==> src/rtl/reg_write_arbiter.sv <==
// reg_write_arbiter: round-robin write arbiter/sequencer for one shared recirculating register.
// Define ARB_LOCK_EN to let a locked owner keep winning ahead of the rotation.
module reg_write_arbiter #(
  parameter int WIDTH = 8,
  parameter int CNT_W = 8
) (
  input  logic             clk,
  input  logic             rst,
  input  logic [3:0]       req,
  input  logic [WIDTH-1:0] data_0,
  input  logic [WIDTH-1:0] data_1,
  input  logic [WIDTH-1:0] data_2,
  input  logic [WIDTH-1:0] data_3,
  input  logic [3:0]       lock,
  input  logic [WIDTH-1:0] reg_q,
  output logic [WIDTH-1:0] reg_d,
  output logic [3:0]       gnt,
  output logic [3:0]       ack,
  output logic [1:0]       owner,
  output logic             busy,
  output logic [CNT_W-1:0] wr_cnt
);
  typedef enum logic [1:0] {IDLE, WRITE, ACK} state_t;
  state_t state_q, state_d;
  logic [1:0] owner_q, owner_d, ptr_q, ptr_d, rr_win, win, idx;
  logic [CNT_W-1:0] cnt_q, cnt_d;
  logic [WIDTH-1:0] wdata;
  // Scan from farthest to nearest so the first set bit after ptr wins.
  always_comb begin
    rr_win = ptr_q;
    idx = '0;
    for (int i = 3; i >= 0; i--) begin
      idx = ptr_q + 2'(i + 1);
      if (req[idx]) rr_win = idx;
    end
  end
`ifdef ARB_LOCK_EN
  assign win = (req[owner_q] && lock[owner_q]) ? owner_q : rr_win;
`else
  logic unused_lock;
  assign unused_lock = ^lock;
  assign win = rr_win;
`endif
  assign wdata = owner_q[1] ? (owner_q[0] ? data_3 : data_2) : (owner_q[0] ? data_1 : data_0);
  always_comb begin
    state_d = state_q;
    owner_d = owner_q;
    ptr_d = ptr_q;
    cnt_d = cnt_q;
    case (state_q)
      IDLE: begin
        state_d = |req ? WRITE : IDLE;
        owner_d = |req ? win : owner_q;
      end
      WRITE: state_d = ACK;
      ACK: begin
        state_d = IDLE;
        ptr_d = owner_q;
        cnt_d = cnt_q + 1'b1;
      end
      default: state_d = IDLE;
    endcase
  end
  always_ff @(posedge clk) begin
    if (rst) begin
      state_q <= IDLE;
      owner_q <= '0;
      ptr_q <= 2'd3;
      cnt_q <= '0;
    end else begin
      state_q <= state_d;
      owner_q <= owner_d;
      ptr_q <= ptr_d;
      cnt_q <= cnt_d;
    end
  end
  assign reg_d = (state_q == WRITE && !rst) ? wdata : reg_q;
  assign gnt = (state_q == WRITE) ? 4'b0001 << owner_q : 4'b0000;
  assign ack = (state_q == ACK) ? 4'b0001 << owner_q : 4'b0000;
  assign owner = owner_q;
  assign busy = state_q != IDLE;
  assign wr_cnt = cnt_q;
endmodule

==> config.mk <==
export PLATFORM = sky130hd
export DESIGN_NAME = reg_write_arbiter
export DESIGN_NICKNAME = d
export VERILOG_FILES = /design/src/rtl/reg_write_arbiter.sv
export SDC_FILE = /design/constraint.sdc
export NUM_CORES = 1
export LEC_CHECK = 0
export ABC_AREA = 1
export BUFFER_PORTS_ARGS = -buffer_cell sky130_fd_sc_hd__buf_2
export CAP_MARGIN = 20
export CORE_MARGIN = 1.5
export CORE_UTILIZATION = 45
export DETAILED_ROUTE_END_ITERATION = 6
export PLACE_DENSITY = 0.85
export SETUP_SLACK_MARGIN = 0.2
export SYNTH_ARGS = -nofsm -noshare
export SYNTH_HDL_FRONTEND = slang
export SYNTH_SLANG_ARGS = --single-unit
==> constraint.sdc <==
create_clock -name clk -period 3.1 [get_ports clk]
set_input_delay 0.31 -clock clk [delete_from_list [all_inputs] [get_ports clk]]
set_output_delay 0.31 -clock clk [all_outputs]
set_load 0.02 [all_outputs]
* Word-level counts from Yosys, hierarchy flattened *
Index checks and enable logic that the tools add are counted.

operators by class
  multiplexer cells = 17
  add/subtract/negate cells = 4
  shift operators = 1
  equality and inequality tests = 2
  magnitude comparators = 3
  reductions and logical operators = 6

operators by type and width
  cell                                                         number
  two-way mux 8 bit                                            4
  less-than comparator 2 x 3 -> 1 bit (second input constant)  3
  adder 8 x 1 -> 8 bit (second input constant)                 1
  two-way mux 4 bit                                            2
  binary-select mux 1 bit (select 2 bit)                       3
  two-way mux 2 bit                                            3
  adder 2 bit (second input constant)                          2
  two-way mux 1 bit                                            4
  one-hot mux 2 bit (2 select lines)                           1
  OR reduction 4 bit                                           1
  << shifter 1 x 2 -> 4 bit (first input constant)             1
  adder 2 x 1 -> 2 bit (second input constant)                 1
  == test 2 x 1 -> 1 bit (second input constant)               1
  == test 2 bit (second input constant)                        1
  zero test 2 bit                                              1
  AND reduction 2 bit                                          1
  nonzero test 2 bit                                           1
  logical AND 1 bit                                            1
  zero test 1 bit                                              1

word-level totals
  register bits after elaboration = 14
  logic and storage cells = 37

* Logic depth before layout (Yosys ltp) *
  depth in word-level cells = 6
  depth in mapped cells = 10

* Worst setup path before layout *
Ideal clock, no wire load.

  path type = flip-flop to output port
  start = reg owner_q[1], in the netlist owner[1]
  end = out reg_d[4]
  slack = 1575 ps
  required time = 2790 ps
  stages on the path, launching flop included = 6
  arrival = 1215 ps
  path through = dfxtp_1 nand2_1 inv_1 a22oi_1 nand3_1 o21a_1

between the ends
  longest elaborated chain between the ends = 2

ends and longest elaborated chain
  item                      line  text
  start: declaration        25    logic [1:0] owner_q, owner_d, ptr_q, ptr_d, rr_win, win, idx;
  start signal: assignment  72    owner_q <= owner_d;
  two-way mux 8 bit         44    assign wdata = owner_q[1] ? (owner_q[0] ? data_3 : data_2) : (owner_q[0] ? data_1 : data_0);
  two-way mux 8 bit         77    assign reg_d = (state_q == WRITE && !rst) ? wdata : reg_q;
  end: declaration          16    output logic [WIDTH-1:0] reg_d,

Every way passes these cells.

* Worst setup path after layout *
  start = reg owner_q[0], in the netlist owner[0]
  end = out reg_d[4]

between the ends
  longest elaborated chain between the ends = 3
  elaborated cells on any way between the ends = 4
  classes of those cells = mux: 4

ends and longest elaborated chain
  item                 line
  two-way mux 8 bit    44
  two-way mux 8 bit *  44
  two-way mux 8 bit *  77

Every way passes the cells marked *; elsewhere a longest branch is shown, timed or not.

==> run summary <==
TIMING
--------------------------------------------------------------------------------------------------
Final count of hold timing violations                                                            0
Final critical delay including setup and external delays                                   1.92 ns
Max-slew violation count                                                                         0
Max Freq                                                                                   520 MHz
Fraction of the cycle the final worst path needs                                             62.0%
Worst-case clock skew                                                                   0.00749 ns
Worst-margin pin slew                                                                     0.440 ns
Finish-stage setup viols                                                                         0
Max transition margin                                                                        70.6%
RSZ-0062 raised after global routing                                                            no
Setup TNS                                                                                     0 ns

ROUTING
--------------------------------------------------------------------------------------------------
Overall routed net length                                                                  2.86 mm
Final ANT Viol Nets                                                                              0
Vias                                                                                         1,338
Via density per instance                                                                      4.71
DRC violation count after routing                                                                0
Routed length per placed instance                                                          10.1 um
Detailed-routing iteration count for the pre-antenna-repair pass                                 4
Iteration-0 DRC count of the detailed router                                                    29

SYNTHESIS
--------------------------------------------------------------------------------------------------
Count of flip-flops with a built-in enable after synthesis                                       0
Top area cells in the synthesized netlist                                             sky130_fd_sc_hd__dfxtp_1 (24%), sky130_fd_sc_hd__nand2_1 (19%), sky130_fd_sc_hd__mux2_2 (6.8%)
Post-synthesis compound-gate area fraction                                                   10.3%
Number of synthesized register bits                                                             14
Fraction of the mapped netlist area in adder cells                                           1.09%
Unique cell type count in the Yosys netlist                                                     28
Area share of the leading cell type in the synthesized netlist                               24.3%
Sequential-to-total area share from yosys stat                                               24.3%
Post-synth ARST share                                                                           0%
Multiplexer area fraction after synthesis                                                    6.85%
Main combinational cell family by area after synthesis                                simple AND/OR/NAND/NOR gates
Mean post-synth cell area                                                                6.43 um^2
Simple-gate share of the synthesized area                                                    48.2%
Dominant register cell in the synthesized netlist                                     sky130_fd_sc_hd__dfxtp_1
Total nets after synthesis                                                                     230
Cell area after synthesis                                                             0.00115 mm^2
YS warnings                                                                                      0
Cell type with the highest aggregate area in the netlist                              sky130_fd_sc_hd__dfxtp_1
Gate Count Post-Synth                                                                          179
Post-Synth XOR/XNOR Area                                                                    0.761%

CRITICAL PATH
--------------------------------------------------------------------------------------------------
Number of cells on the worst reg-to-reg path                                                     9
Data arrival time of the worst path                                                        1.61 ns
Worst reg2reg path endpoint                                                               owner[0]
Crit path capture type                                                                primary output
Startpoint class of the critical path                                                     register
Data required time at the worst endpoint                                                   2.79 ns
Flop2flop setup slack                                                                      1.60 ns
Critical path peak fanout                                                                        9
Startpoint of the most critical register-to-register path                                 ptr_q[0]
Category of the critical setup timing path                                              reg -> out

PLACED DESIGN
--------------------------------------------------------------------------------------------------
Final weighted congestion in routability-driven placement                                    0.826
Sum of net half-perimeters after detailed placement                                        2.33 mm
Cell count after placement                                                                     280
Port Buffers                                                                                    72

GRT
--------------------------------------------------------------------------------------------------
Vias in the first global route                                                               1,018
Met1 Use GR                                                                                  24.7%
Maximum number of pins on one net before global-route repair                                    12
First-pass GRT wire length                                                                 4.15 mm
Initial antenna violation count                                                                  0
Overall fraction of global-route tracks in use                                               19.4%
Met2 usage in global routing                                                                 33.3%
Routing layer with the top usage in global route                                              met2
Met3 Resource Use GR                                                                         1.67%
Remaining global-route overflow                                                                  0

PWR
--------------------------------------------------------------------------------------------------
Power per unit of standard cell area                                                   361 mW/mm^2
Relative contribution of the clock network to total power                                    23.4%
Sw frac                                                                                      38.1%
Sw Pwr                                                                                      216 uW
Reg power frac                                                                               36.3%
VDD IR max                                                                              0.000307 V
Leak                                                                                   0.000846 uW
Cell internal pwr                                                                           351 uW
Part of the power in combinational logic                                                     40.3%

FLOORPLANNING
--------------------------------------------------------------------------------------------------
Area of the core region                                                               0.00245 mm^2
Std cell rows                                                                                   18
Vertical die dimension                                                                     53.6 um
Die Footprint                                                                         0.00287 mm^2
DIE WIDTH                                                                                  53.6 um
Effective utilization at floorplan                                                           46.9%
Number of top-level pins                                                                        77

FINISH
--------------------------------------------------------------------------------------------------
Top library cells by usage in the layout, fill and taps aside                         sky130_fd_sc_hd__buf_2 (72), sky130_fd_sc_hd__nand2_1 (57), sky130_fd_sc_hd__nor2_1 (18)
Signed area change from the synthesized netlist to the final layout                          36.7%
Leading cell type in the layout, fill and taps excluded                               sky130_fd_sc_hd__buf_2
Ant. Diodes                                                                                      0
Fraction of layout instances using a drive strength above 1                                  44.1%
# nets final                                                                                   306
Layout Cells excl Fill                                                                         284

CLOCK NETWORK
--------------------------------------------------------------------------------------------------
Clock buffers created by TritonCTS                                                               3
TritonCTS clock tree                                                                          done
CTS-repair resized insts                                                                         0
# Post-CTS Setup Buffers                                                                         0
Sinks on Clock Net                                                                              14
Max clock buf depth                                                                              2
Hold-fix buffers, CTS                                                                            0
Number of levels the H-tree was split into                                                       1
Cell at the root of the clock tree                                                    sky130_fd_sc_hd__clkbuf_4
Clock transition time at the flip-flop clock pins of the worst setup and hold paths        0.09 ns
Insertion delay to the later sink of the worst-skew pair                                   0.29 ns

MIN PATH
--------------------------------------------------------------------------------------------------
Capture endpoint of the worst hold path                                                  wr_cnt[7]
Worst Hold Path Cells                                                                            2
Start point of the worst hold path                                                             rst
Type of the most critical hold path                                                      in -> reg

FLOW RUN
--------------------------------------------------------------------------------------------------
Max_cap viols                                                                                    0

RUN STATUS
--------------------------------------------------------------------------------------------------
Result of the run                                                                        completed

[sequential cells by signal (all words and copies together), names as in the netlist]
| register | flops |
|---|---|
| owner | 2 |
| ptr_q | 2 |
| state_q | 2 |
| wr_cnt | 8 |
[per-layer routing]
metal,wire length [um],share of wire [%]
met2,1420,50
met5,0,0
met1,1290,45
met3,108,3.8
met4,36,1.3
[worst max-delay path by stage]
stage               depth (start not counted)  slack (ns)  startpoint       end
global placement                            6        1.54    owner[0]  reg_d[4]
finish                                      6        1.18    owner[0]  reg_d[4]
detailed placement                          4        1.52  state_q[0]  reg_d[7]
global route                                6        1.03    owner[0]  reg_d[1]
floorplan                                   5        1.58    owner[1]  reg_d[4]
CTS                                         6        1.18    owner[0]  reg_d[7]
[critical path, stage by stage (launching register included)]
cell and delay (ns):
sky130_fd_sc_hd__dfxtp_1 0.43, sky130_fd_sc_hd__inv_2 0.08, sky130_fd_sc_hd__nor2_2 0.31, sky130_fd_sc_hd__a22oi_1 0.12
sky130_fd_sc_hd__nand3_1 0.11, sky130_fd_sc_hd__o21a_1 0.12, sky130_fd_sc_hd__buf_2 0.15
[per-stage QoR]
| step | area [um^2] | hold WS, ns | util [%] | power, uW | setup WS, ns |
|---|---|---|---|---|---|
| 2_1_floorplan | 1150 | 0.379 | - | 365 | 1.58 |
| 3_3_place_gp | 1540 | 0.487 | 62.6 | 436 | 1.54 |
| 3_5_place_dp | 1540 | 0.495 | 62.6 | 438 | 1.52 |
| 4_1_cts | 1570 | 0.334 | 64.1 | 570 | 1.18 |
| 5_1_grt | 1570 | 0.338 | 64.1 | 605 | 1.03 |
| 6_report | 1570 | 0.336 | 64.1 | 568 | 1.18 |
[synth_stat cells, types with 2 or more instances]
cell type	count
sky130_fd_sc_hd__a22oi_1	2
sky130_fd_sc_hd__nand4_1	8
sky130_fd_sc_hd__nor2_2	2
sky130_fd_sc_hd__a21oi_1	7
sky130_fd_sc_hd__nor2_1	18
sky130_fd_sc_hd__nor2_4	2
sky130_fd_sc_hd__inv_1	17
sky130_fd_sc_hd__nor3_2	3
sky130_fd_sc_hd__nand3_1	7
sky130_fd_sc_hd__nand2_1	57
sky130_fd_sc_hd__inv_2	6
sky130_fd_sc_hd__mux2_2	7
sky130_fd_sc_hd__nand2_2	11
sky130_fd_sc_hd__dfxtp_1	14
sky130_fd_sc_hd__o21ai_0	5
[kinds of logic (layout without fill, tap and decap cells)]
logic type               after synthesis  count (layout)
buffers and inverters                 24              99
AND/OR/NAND/NOR                      112             112
multiplexers                           7               7
AO/OA/AOI/OAI                         20              20
XOR/XNOR                               1               1
flip-flops                            14              14
adder cells (fa/ha/maj)                1               1
[layout make-up]
type,count,area (um^2)
Tap cell,30,37.5
Sequential cell,14,280
Clock buffer,4,36.3
Multi-Input combinational cell,141,773
Timing Repair Buffer,72,360
Inverter,23,86.3
Fill cell,235,881
[power by group through the flow]
stage	Clock (uW)	Sequential, uW	Combinational, uW
after floorplan	0	212	153
after global routing	142	208	255
after global placement	0	210	226
after detailed placement	0	210	228
after CTS	134	206	230
final	133	206	229
Power figures use the tool's default switching activity.
